--- config.mk ---
export PLATFORM = sky130hd
export DESIGN_NAME = pipelined_barrel_shifter
export DESIGN_NICKNAME = d
export VERILOG_FILES = /design/src/rtl/pipelined_barrel_shifter.sv
export SDC_FILE = /design/constraint.sdc
export NUM_CORES = 1
export LEC_CHECK = 0
export ABC_AREA = 1
export BUFFER_PORTS_ARGS = -buffer_cell sky130_fd_sc_hd__buf_2
export CAP_MARGIN = 20
export CORE_MARGIN = 2
export CORE_UTILIZATION = 39
export DETAILED_ROUTE_END_ITERATION = 10
export PLACE_DENSITY_LB_ADDON = 0.08
export SLEW_MARGIN = 10
export SYNTH_ARGS = -nofsm -noshare
export SYNTH_HDL_FRONTEND = slang
export SYNTH_SLANG_ARGS = --single-unit
--- constraint.sdc ---
create_clock -name clk -period 1.65 [get_ports clk]
set_clock_uncertainty 0.15 [all_clocks]
set_input_delay 0.165 -clock clk [delete_from_list [all_inputs] [get_ports clk]]
set_output_delay 0.165 -clock clk [all_outputs]
set_load 0.02 [all_outputs]
--- src/rtl/pipelined_barrel_shifter.sv ---
// ---------------------------------------------------------------------------
// pipelined_barrel_shifter
//
// Purpose:
//   Barrel shifter/rotator split into SHW = $clog2(WIDTH) register stages.
//   Stage k shifts or rotates by 2^k when bit k of the shift amount is set.
//   There is one result per cycle while the output is drained. The pipeline
//   freezes as a whole when the output beat is stalled.
//
// Configuration macro:
//   BARREL_SHIFTER_ARITH_EN - when defined, mode 2'b10 is an arithmetic
//                             shift (sign-filling right, logical left).
//                             When undefined, mode 2'b10 is a logical shift
//                             and no sign-fill logic is built.
//
// Ports:
//   clk          in   rising-edge clock
//   rst          in   asynchronous active-high reset
//   in_valid     in   input beat present
//   in_ready     out  input beat accepted this cycle (= ~stall)
//   mode         in   00 logical, 01 rotate, 10 arithmetic, 11 logical
//   direction    in   0 right, 1 left
//   shift_value  in   shift amount 0..WIDTH-1
//   din          in   operand
//   out_valid    out  result beat present
//   out_ready    in   downstream accepts result
//   dout         out  result
//
// Handshake: a beat moves on a rising edge when valid and ready are both
// high. stall = out_valid & ~out_ready. When the pipeline is stalled, every
// stage register holds its value. The input side sees in_ready low, so
// nothing is accepted. When there is no stall, all stages advance together.
// Empty stages (bubbles) are not collapsed.
// ---------------------------------------------------------------------------
module pipelined_barrel_shifter #(
    parameter int WIDTH = 8
) (
    input  logic                       clk,
    input  logic                       rst,
    input  logic                       in_valid,
    output logic                       in_ready,
    input  logic [1:0]                 mode,
    input  logic                       direction,
    input  logic [$clog2(WIDTH)-1:0]   shift_value,
    input  logic [WIDTH-1:0]           din,
    output logic                       out_valid,
    input  logic                       out_ready,
    output logic [WIDTH-1:0]           dout
);
    localparam int SHW = $clog2(WIDTH);

    // Valid and data are registered at every stage. The control fields
    // (mode, direction, shift bits) are only needed by a later stage, so the
    // last stage does not keep them.
    logic [SHW-1:0]             r_valid;
    logic [SHW-1:0][WIDTH-1:0]  r_data;
    logic [SHW-2:0][1:0]        r_mode;
    logic [SHW-2:0]             r_dir;
    logic [SHW-2:0][SHW-1:0]    r_sh;

    // Stage-input views: element 0 is the module input, element k is the
    // register after stage k-1.
    logic [SHW-1:0]             w_in_valid;
    logic [SHW-1:0][WIDTH-1:0]  w_in_data;
    logic [SHW-1:0][1:0]        w_in_mode;
    logic [SHW-1:0]             w_in_dir;
    logic [SHW-1:0][SHW-1:0]    w_in_sh;
    logic [SHW-1:0][WIDTH-1:0]  w_next_data;
    logic                       w_stall;
    logic                       w_unused_sh;

    // One stage: conditionally move d by amt positions.
    function automatic logic [WIDTH-1:0] stage_op(
        input logic [WIDTH-1:0] d,
        input logic [1:0]       m,
        input logic             dir,
        input logic             en,
        input int               amt
    );
        logic [WIDTH-1:0] r;
        r = d;
        if (en) begin
            if (m == 2'b01) begin
                r = dir ? ((d << amt) | (d >> (WIDTH - amt)))
                        : ((d >> amt) | (d << (WIDTH - amt)));
            end
`ifdef BARREL_SHIFTER_ARITH_EN
            // The MSB is unchanged by every earlier arithmetic-right stage,
            // so the sign of the original operand is still in d[WIDTH-1].
            else if (m == 2'b10 && !dir) begin
                r = WIDTH'($signed(d) >>> amt);
            end
`endif
            else begin
                r = dir ? (d << amt) : (d >> amt);
            end
        end
        return r;
    endfunction

    always_comb begin
        w_in_valid[0] = in_valid;
        w_in_data[0]  = din;
        w_in_mode[0]  = mode;
        w_in_dir[0]   = direction;
        w_in_sh[0]    = shift_value;
        for (int k = 1; k < SHW; k++) begin
            w_in_valid[k] = r_valid[k-1];
            w_in_data[k]  = r_data[k-1];
            w_in_mode[k]  = r_mode[k-1];
            w_in_dir[k]   = r_dir[k-1];
            w_in_sh[k]    = r_sh[k-1];
        end
        for (int k = 0; k < SHW; k++) begin
            w_next_data[k] = stage_op(w_in_data[k], w_in_mode[k], w_in_dir[k],
                                      w_in_sh[k][k], 1 << k);
        end
    end

    // Stage k uses only bit k of the shift amount it carries. The other
    // bits go into this sink.
    assign w_unused_sh = ^w_in_sh;

    assign w_stall   = r_valid[SHW-1] & ~out_ready;
    assign in_ready  = ~w_stall;
    assign out_valid = r_valid[SHW-1];
    assign dout      = r_data[SHW-1];

    always_ff @(posedge clk or posedge rst) begin
        if (rst) begin
            r_valid <= '0;
            r_data  <= '0;
            r_mode  <= '0;
            r_dir   <= '0;
            r_sh    <= '0;
        end else if (!w_stall) begin
            for (int k = 0; k < SHW; k++) begin
                r_valid[k] <= w_in_valid[k];
                // Payload loads only with a valid beat. A bubble does not
                // change data, so idle inputs cannot reach dout.
                if (w_in_valid[k]) begin
                    r_data[k] <= w_next_data[k];
                end
            end
            for (int k = 0; k < SHW - 1; k++) begin
                if (w_in_valid[k]) begin
                    r_mode[k] <= w_in_mode[k];
                    r_dir[k]  <= w_in_dir[k];
                    r_sh[k]   <= w_in_sh[k];
                end
            end
        end
    end
endmodule

==> impl_metrics.tcl <==
set metrics [dict create \
    io_buffers 27 \
    drive_above_1_share_pct 14.63 \
    yosys.cell_types.count 15 \
    finalNetCount 346 \
    synthesis.area_um2 2105 \
    synth_fa_ha_area_share_pct 0 \
    clock_latency_ps 280 \
    cp-start-kind "flip-flop" \
    gp_congestion 0.8866 \
    vdd_ir_drop_max_mv 0.4235 \
    hpwlAfterDp_um 3227 \
    period_minus_slack_ps 1421 \
    finalMaxSlewViolations 0 \
    worst_pin_slew_ps 498.1 \
    synthMuxAreaShare_pct 0 \
    arrival_ps 1440 \
    syn_inst 305 \
    crit_type "reg2reg" \
    holdCritPathClass "in2reg" \
    drt_iter0_markers 66 \
    die_w_um 77.46 \
    hold_viol_final 0 \
    syn_nets 323 \
    synthXorXnorAreaFrac_pct 0 \
    cts_tree "done" \
    clockRootBuffer "clkbuf_8" \
    syn_to_final_growth_pct 11.59 \
    fin_crit_sh_pct 86.11 \
    clkTransAtPathRegs_ps 70 \
    cts_sinks 36 \
    rsz0062_at_grt "no" \
    grt_max_degree 37 \
    slew_headroom_pct 66.79 \
    layout_setup_ws_ps 229.2 \
    cts_buffers 5 \
    gr-usage-all-layers_pct 17.23 \
    die_area_um2 6000 \
    clock_path_buffers 2 \
    ys_warn_count 0 \
    gr-total-overflow 0 \
    coreArea_um2 5172 \
    yosys_register_bits 36 \
    post_cts_buffers 0 \
    status "completed" \
    grt_pass1_vias 1860 \
    leakage_uw 0.001304 \
    synth-compound-area-share_pct 11.89 \
    post-route-util_pct 45.40 \
    place_area_um2 2212 \
    slowest_delay_ps 410 \
    synth_top_family_by_area "simple AND/OR/NAND/NOR gates" \
    die_y_um 77.46 \
    via_count 1841 \
    viasPerCell 4.626 \
    path_cells "nand2_4 > nand2_2 > nor2_1 > a21oi_1" \
    p_per_area_nw_per_um2 1559 \
    postLayoutCellArea_um2 2349 \
    setup_viol 0 \
    grt_pass1_wl_um 8349 \
    start_util_pct 40.69 \
    synthSimpleGateAreaFrac_pct 29.31 \
    antenna_left 0 \
    wirelength_um 4598 \
    post_drt_wl_per_cell_um 11.55 \
    cpLargestDelayFamily "simple AND/OR/NAND/NOR gates" \
    rows 26 \
    grt_antenna_before_repair 0 \
    drt_first_pass_iters 4 \
    slowest_stage "dfrtp_1" \
    diodes 0 \
    syn_avg_cell_area_um2 6.900 \
    path_buf_inv 0 \
    power_uw 3660 \
    cp.required_ps 1670 \
    pin_count 28 \
    cp-end-kind "flip-flop" \
    max_freq_mhz 703.8 \
    maxCapViolCount 0 \
    pre_cts_ws_ps 231.6 \
    ys_seq_area_share_pct 42.81 \
    finalSetupTns_ps 0 \
    drc 0 \
    htreeDepth 2 \
    crit_fanout 20 \
]
-- cell usage after synthesis, drive strengths merged --
cell type  number  area [µm²]
dfrtp          36       900.9
nand3          13       65.06
buf            22       167.7
o21ai           7       35.03
nand2          82       320.3
a21oi          43       215.2
nand4           3       18.77
nor2           54       212.7
inv            45       168.9
-- metal layers --
| layer | global-route usage (%) | vias to the layer above | part of all wire (%) | wire, µm |
|---|---|---|---|---|
| li1 | - | 968 | - | - |
| met1 | 20.97 | 823 | 46 | 2107 |
| met3 | 3.140 | 4 | 4.2 | 193 |
| met4 | 5.893 | 0 | 1.1 | 49 |
| met2 | 30.52 | 46 | 49 | 2247 |
| met5 | 0 | - | 0 | 0 |
-- through the flow --
step / hold WS, ps / cells
floorplan: 159.5 / 305
global placement: 150.2 / 387
detailed placement: 152.8 / 387
CTS: 6.895 / 398
global route: 48.22 / 398
finish: 13.27 / 398
-- worst register-to-register path, stage by stage (launching register included) --
cell and delay (ps):
dfrtp_1 410, nand2_4 200, nand2_2 290, nor2_1 180, a21oi_1 80
-- area by class of cell --
type | instances | area [µm²]
fillers | 530 | 2824
flip-flops and latches | 36 | 900.9
multi-input cells | 202 | 867.1
repair buffers | 38 | 227.7
inverters | 45 | 168.9
clock buffers | 7 | 96.34
well taps | 70 | 87.58
-- placed cells by master, fill, tap and decap left out, drive strengths merged --
| master | instances |
|---|---|
| a21oi | 43 |
| buf | 34 |
| clkbuf | 7 |
| dfrtp | 36 |
| dlygate4sd3 | 4 |
| inv | 45 |
| nand2 | 82 |
| nand3 | 13 |
| nand4 | 3 |
| nor2 | 54 |
| o21ai | 7 |
-- what timing repair did --
item	in CTS	in global routing
gates resized for setup	0	0
endpoints found under the hold margin	39	0
setup endpoints to repair	0	0
hold buffers	4	0
-- final timing paths --
path	startpoint	to	slack, ps	cells after the start
max	r_valid[2]	r_data[13]	230	4
min	mode[0]	r_mode[0]	10	3
max reg2reg	r_valid[2]	r_data[13]	230	4
min reg2reg	r_mode[2]	r_mode[2]	340	2
max in group asynchronous	rst	r_data[6]	640	4
min in group asynchronous	rst	dout[7]	380	4
-- state kept, by name (all words and copies together) (netlist names) --
register and cells:
dout 8, r_data 16, r_dir 2, r_mode 4, r_sh 3, r_valid 3
-- logic make-up after synthesis --
kind of cell,Yosys count
flops,36
buf+inv,67
simple gates,152
compound gates,50
-- power breakdown --
| part | total [µW] | switching [µW] | internal [µW] |
|---|---|---|---|
| Combinational | 1460 | 935 | 526 |
| Sequential | 1520 | 292 | 1230 |
| Clock | 679 | 307 | 372 |
(Power assumes the default switching activity.)
